$ cat src/rtl/regfile_wr_arbiter.sv
// Register-file write-port arbiter: one registered write per cycle from NREQ requesters.
// Define RF_ARB_RR_EN for round-robin arbitration; otherwise fixed priority, requester 0 highest.
module regfile_wr_arbiter #(
    parameter int NREQ = 4,
    parameter int AW   = 5,
    parameter int DW   = 32
) (
    input  logic                    clk,
    input  logic                    rst_n,
    input  logic [NREQ-1:0]         req_valid,
    input  logic [NREQ*AW-1:0]      req_addr,
    input  logic [NREQ*DW-1:0]      req_data,
    output logic [NREQ-1:0]         req_ready,
    input  logic                    hold,
    output logic                    rf_rdwr,
    output logic [AW-1:0]           rf_addr3,
    output logic [DW-1:0]           rf_data3,
    output logic [$clog2(NREQ)-1:0] last_grant,
    output logic [7:0]              conflict_cnt
);

    localparam int PW = $clog2(NREQ);

    logic [PW-1:0] ptr;
    logic [PW-1:0] gidx;
    logic [PW:0]   idx_w;
    logic          any_valid;
    logic          grant_en;
    logic          collide;

    // Scan from ptr upward with wrap; the first valid requester wins.
    always_comb begin
        gidx      = '0;
        any_valid = 1'b0;
        idx_w     = '0;
        for (int k = 0; k < NREQ; k++) begin
            idx_w = {1'b0, ptr} + (PW+1)'(k);
            if (idx_w >= (PW+1)'(NREQ))
                idx_w = idx_w - (PW+1)'(NREQ);
            if (!any_valid && req_valid[idx_w[PW-1:0]]) begin
                any_valid = 1'b1;
                gidx      = idx_w[PW-1:0];
            end
        end
    end

    assign grant_en = any_valid && !hold && rst_n;

    always_comb begin
        req_ready = '0;
        if (grant_en)
            req_ready[gidx] = 1'b1;
    end

    always_comb begin
        collide = 1'b0;
        for (int i = 0; i < NREQ; i++) begin
            for (int j = i + 1; j < NREQ; j++) begin
                if (req_valid[i] && req_valid[j] &&
                    req_addr[i*AW +: AW] == req_addr[j*AW +: AW])
                    collide = 1'b1;
            end
        end
    end

    always_ff @(posedge clk or negedge rst_n) begin
        if (!rst_n) begin
            rf_rdwr      <= 1'b0;
            rf_addr3     <= '0;
            rf_data3     <= '0;
            last_grant   <= '0;
            conflict_cnt <= '0;
        end else begin
            rf_rdwr <= grant_en;
            if (grant_en) begin
                rf_addr3   <= req_addr[int'(gidx)*AW +: AW];
                rf_data3   <= req_data[int'(gidx)*DW +: DW];
                last_grant <= gidx;
                if (collide && conflict_cnt != 8'hFF)
                    conflict_cnt <= conflict_cnt + 8'd1;
            end
        end
    end

`ifdef RF_ARB_RR_EN
    always_ff @(posedge clk or negedge rst_n) begin
        if (!rst_n)
            ptr <= '0;
        else if (grant_en)
            ptr <= (gidx == PW'(NREQ-1)) ? '0 : gidx + PW'(1);
    end
`else
    assign ptr = '0;
`endif

endmodule

$ cat config.mk
export PLATFORM = sky130hd
export DESIGN_NAME = regfile_wr_arbiter
export DESIGN_NICKNAME = d
export VERILOG_FILES = /design/src/rtl/regfile_wr_arbiter.sv
export SDC_FILE = /design/constraint.sdc
export NUM_CORES = 1
export LEC_CHECK = 0
export BUFFER_PORTS_ARGS = -buffer_cell sky130_fd_sc_hd__buf_2
export CORE_ASPECT_RATIO = 0.6
export CORE_UTILIZATION = 35
export DETAILED_ROUTE_END_ITERATION = 8
export HOLD_SLACK_MARGIN = 0.03
export PLACE_DENSITY = 0.76
export SLEW_MARGIN = 20
export SYNTH_ARGS = -nofsm -noshare
export SYNTH_HDL_FRONTEND = slang
export SYNTH_SLANG_ARGS = --single-unit
$ cat constraint.sdc
create_clock -name clk -period 1.75 [get_ports clk]
set_input_delay 0.0875 -clock clk [delete_from_list [all_inputs] [get_ports clk]]
set_output_delay 0.0875 -clock clk [all_outputs]
set_load 0.1 [all_outputs]
---- After elaboration in Yosys (flattened, before gate mapping) ----
Cells that the tools add are included.
cells by class
  order comparisons ....................... 2
  shifts and indexed selects .............. 2
  bitwise operators ....................... 0
  multiply operators ...................... 1
  div/mod/pow operators ................... 0
  equality and inequality tests ........... 7
  $add $sub $neg .......................... 1
  reduce and logical (&&, ||, !) cells .... 24
  mux-type cells .......................... 16
operators by type and width
  cell                   count
  $shiftx A128 B8 Y32    1
  $eq A5 B5 Y1           6
  $shiftx A20 B6 Y5      1
  $logic_and A1 B1 Y1    19
  $mux W1                12
  $add A8 B1 Y8 const B  1
  $ne A8 B8 Y1 const B   1
  $mul A2 B3 Y5 const B  1
  $logic_not A1 Y1       4
  $mux W2                2
  $mux W4                1
  $lt A2 B3 Y1 const B   1
  $demux W1 S2           1
  $ge A2 B1 Y1 const B   1
  $reduce_and A2 Y1      1
storage, ports and cells
  input port bits ......................... 155
  word-level logic and storage cells ...... 58
  memories kept ........................... 0
  bits in latches ......................... 0
  ROM bits ................................ 0
  RAM bits ................................ 0
  register bits after elaboration ......... 48

---- Logic depth before layout (Yosys ltp) ----
  word-level depth ........................ 15
  depth in mapped cells ................... 10
  mapped depth without buffers ............ 7

---- Least setup slack after synthesis ----
No wires, ideal clock.
  path kind ............................... input to output
  start point ............................. in hold
  end point ............................... out req_ready[3]
  arrival ................................. 3151 ps
  data required time ...................... 1662 ps
  slack ................................... -1489 ps
  stages on the path ...................... 2
  cells stage by stage .................... nand2b_1 > nor4_1
on the way
  word-level cells in the longest chain between the ends .. 4
RTL lines
  item                               line  RTL
  start: declaration                 14    input logic hold,
  $logic_not A1 Y1                   47    assign grant_en = any_valid && !hold && rst_n;
  $logic_and A1 B1 Y1 (2 in series)  47
  $mux W4                            51    if (grant_en)
  end: declaration                   13    output logic [NREQ-1:0] req_ready,
Every way passes these cells.

---- Worst setup path in the final report ----
  start point ............................. reg conflict_cnt[0]
  end point ............................... reg conflict_cnt[6]
on the way
  word-level cells in the longest chain between the ends .. 3
  elaborated cells on any way between the ends .. 4
  classes of those cells .................. 1 x add/sub; 1 x eq/ne; 2 x reduce/logical
RTL lines
  item                                                                   line  RTL
  start: declaration                                                     19    output logic [7:0] conflict_cnt
  start signal: assignment                                               80    conflict_cnt <= conflict_cnt + 8'd1;
  parallel branches: the longest is 3 deep, another holds $add A8 B1 Y8  --
Several ways; the timed one is not identified.
A chain may end at the register's enable or synchronous reset.

==> run_results.csv <==
group,metric,value,unit
outcome,result_of_the_run,"finished clean",
cts,cts_buffers,5,
synth,synth_fa_ha_area_share,0.355,%
placement,port_buffers,206,
drt,ant_nets,0,
placement,hpwl_reported_at_the_end_of_detailed_placement,8910,microns
critical_path,startpoint_of_the_lowest_slack_register_to_register_path,"conflict_cnt[0]",
cts,cts_root_buf,"sky130_fd_sc_hd__clkbuf_16",
timing,tightestPinTransition,0.616,ns
global_routing,grt_remaining_overflow,0,
pwr,p_int,2.59,mW
cells_and_area,layout-drive-gt1-share,41.0,%
global_routing,grt_util_all_layers,21.2,%
synth,muxShareOfSynthArea,0.319,%
drt,routed-via-count,4035,
pwr,sequentialPowerShare,28.3,%
cells_and_area,layout_commonest_cell,"sky130_fd_sc_hd__buf_2",
drt,dr.pass1.iters,4,
synth,mappedNetlistNets,593,
pwr,switching_share,47.2,%
floorplanning,initial_core_util,37.3,%
synth,post_synth_xor_area_fraction,7.45,%
synth,post_synth_instance_area,0.00353,sq mm
critical_path,crit_path_end_kind,"register",
synth,synth_ff_type,"sky130_fd_sc_hd__dfrtp_1",
cts,clk_pin_slew,0.06,ns
cells_and_area,nets,801,
timing,worst_slack,0.116,ns
synth,syn_area_per_cell,8.07,sq um
floorplanning,fp.dieH,79.8,microns
pwr,static-leakage-power,2.56,nW
timing,achievable-frequency,612,MHz
pwr,power.clock.fraction,23.4,%
pwr,comb_power_share,48.3,%
job,maxCapViolations,0,
worst_hold_path,holdCritStartpoint,"req_data[104]",
drt,drt_iter0_drc,265,
cells_and_area,areaGrowthSynthToFinish,45.6,%
critical_path,crit_required,1.92,ns
timing,timing_max_transition_violations_final,0,
timing,fin_worst_hold_slack,0.202,ns
cts,cts_repair_resize_count,0,
global_routing,antenna_found_initial,0,
critical_path,critical_path.reg2reg.endpoint,"conflict_cnt[6]",
critical_path,regToRegSetupSlack,0.12,ns
synth,number_of_library_cell_types_mapped_by_synthesis,41,
timing,fin_crit_sh,93.4,%
synth,synth_compound_area_share,27.9,%
synth,yosys_warnings,0,
drt,totalWireLength,11300,microns
drt,avgRoutedWirePerCell,14.6,microns
floorplanning,placementRows,27,
global_routing,grt_first_pass_wirelength,17800,microns
pwr,netSwitchingPower,2.31,mW
cts,max-clock-path-buffers,2,
cells_and_area,final_cell_mix,"202 x sky130_fd_sc_hd__buf_2, 102 x sky130_fd_sc_hd__nand2_1, 40 x sky130_fd_sc_hd__dfrtp_1",
drt,vias_per_cell,5.20,
pwr,vdd.ir_drop.worst,0.495,mV
cts,worst_skew_pair.late_latency,0.28,ns
timing,finalWorstPathRequiredPeriod,1.63,ns
cts,clock_tree_from_tritoncts,"yes",
cells_and_area,fill_cells,879,
worst_hold_path,hold_end,"rf_data3[8]",
placement,gp_congestion,0.866,
synth,synth_top_family_by_area,"compound AO/OA/AOI/OAI gates",
cts,clock_sink_count,48,
floorplanning,fp.coreArea,0.00946,sq mm
synth,postSynthCellCount,437,
timing,rsz0062_at_grt,"false",
floorplanning,pin_count,207,
worst_hold_path,worst_hold_path.num_cells,4,
drt,detail_route.drc_violations,0,
critical_path,worst_r2r_path_depth,5,
synth,postSynth.asyncResetShare,100,%
critical_path,crit_path_max_fanout,4,
timing,clock_skew,0.00160,ns
global_routing,vias_in_the_first_global_route,3608,
critical_path,startpoint,"conflict_cnt[0]",
floorplanning,die_area,0.0105,sq mm
critical_path,critPathLaunchType,"register",
cells_and_area,antenna_cells,0,
synth,synth_sequential_area_ratio,34.0,%
synth,synth-edff-count,0,
timing,hold_fails_final_rpt,0,
timing,finalSetupViolCount,0,
synth,ys_ff_latch,48,
global_routing,grt_max_degree,49,
critical_path,timing_worst_setup_path_type,"register to register",
floorplanning,die_x,132,microns
critical_path,worstPathArrival,1.80,ns
pwr,power.density,955,mW/mm^2
timing,slew_headroom,58.9,%
placement,placement.setup.worst_slack,-0.0384,ns
cts,h-tree-depth,2,
synth,synthesized_area_fraction_occupied_by_and_or_nand_nor_cells,24.6,%
worst_hold_path,holdCritPathClass,"input pin to register",
-- cells by family after synthesis --
kind of cell | Yosys count
fa+ha+maj | 1
buf+inv | 39
compound gates | 133
simple gates | 185
mux | 1
flops | 48
xor+xnor | 30
-- Yosys cell counts, types with 3 or more instances --
master | count | share of area, %
sky130_fd_sc_hd__xor2_1 | 9 | 2.2
sky130_fd_sc_hd__clkbuf_1 | 15 | 1.6
sky130_fd_sc_hd__nand4_1 | 12 | 2.1
sky130_fd_sc_hd__nor2_1 | 6 | 0.64
sky130_fd_sc_hd__or3_1 | 3 | 0.53
sky130_fd_sc_hd__nor3_1 | 5 | 0.71
sky130_fd_sc_hd__a21o_1 | 34 | 7.2
sky130_fd_sc_hd__inv_1 | 3 | 0.32
sky130_fd_sc_hd__a211oi_1 | 32 | 6.8
sky130_fd_sc_hd__buf_2 | 14 | 2.0
sky130_fd_sc_hd__and2_1 | 16 | 2.8
sky130_fd_sc_hd__a311oi_1 | 32 | 7.9
sky130_fd_sc_hd__o21ai_0 | 17 | 2.4
sky130_fd_sc_hd__nor4_1 | 3 | 0.53
sky130_fd_sc_hd__xnor2_1 | 21 | 5.2
sky130_fd_sc_hd__dfrtp_1 | 48 | 34
sky130_fd_sc_hd__and2_0 | 17 | 3.0
sky130_fd_sc_hd__nand2b_1 | 3 | 0.53
sky130_fd_sc_hd__nand2_1 | 102 | 11
sky130_fd_sc_hd__nand3_1 | 13 | 1.8
sky130_fd_sc_hd__buf_1 | 3 | 0.32
sky130_fd_sc_hd__a21oi_1 | 4 | 0.57
-- how the worst max path moves through the flow --
stage                 endpoint  slack, ns  depth (start not counted)
5_1_grt        conflict_cnt[6]       0.01                          5
3_3_place_gp   conflict_cnt[6]      -0.04                          8
2_1_floorplan     req_ready[3]      -0.34                          2
6_report       conflict_cnt[6]       0.12                          5
3_5_place_dp   conflict_cnt[6]      -0.04                          8
4_1_cts        conflict_cnt[6]       0.09                          5
-- power by group through the flow --
stage | Combinational, mW | Sequential (mW) | Clock (mW)
after floorplan | 0.540 | 2.63 | 0
after global placement | 2.34 | 1.40 | 0
after detailed placement | 2.37 | 1.41 | 0
after CTS | 2.38 | 1.39 | 1.19
after global routing | 2.48 | 1.41 | 1.25
final | 2.37 | 1.39 | 1.15
-- registers in the layout (all words and copies together), names as in the netlist --
register      count
conflict_cnt      8
last_grant        2
rf_addr3          5
rf_data3         32
rf_rdwr           1
-- metrics by stage --
| step | setup TNS [ns] | power (mW) | cell area (sq um) | cells | utilization [%] |
|---|---|---|---|---|---|
| finish | 0 | 4.91 | 5140 | 776 | 54.3 |
| detailed placement | -0.0384 | 3.79 | 4930 | 765 | 52.1 |
| floorplan | -0.445 | 3.17 | 3570 | 437 | - |
| global route | 0 | 5.14 | 5140 | 776 | 54.3 |
| CTS | 0 | 4.96 | 5120 | 774 | 54.2 |
| global placement | -0.0406 | 3.75 | 4930 | 765 | 52.1 |
-- metal layers --
metal	global-route usage (%)	vias up	part of all wire, %
met5	0	-	0
met4	3.95	0	0.34
met3	4.38	4	6.0
met2	36.8	155	48
met1	27.6	1875	46
li1	-	2001	-
-- area by class of cell --
type,instances,area (sq um),share of cell area [%]
clock inverter,1,30.0,0.584
tap,130,163,3.17
sequential,48,1220,23.7
inverter,4,20.0,0.390
clock buffer,7,153,2.97
multi-input combinational,350,2190,42.6
timing repair buffer,236,1370,26.6
-- critical path: stages, from the launching register on --
cell	delay, ns
sky130_fd_sc_hd__dfrtp_4	0.44
sky130_fd_sc_hd__ha_4	0.16
sky130_fd_sc_hd__nand2_1	0.06
sky130_fd_sc_hd__or3_1	0.35
sky130_fd_sc_hd__a31oi_1	0.16
sky130_fd_sc_hd__mux2_2	0.34
-- what timing repair did --
action | CTS | global route
hold buffers | 1 | 0
endpoints found under the setup margin | 0 | 1
setup buffers | 0 | 2
endpoints found under the hold margin | 48 | 0
(Power assumes the default switching activity.)
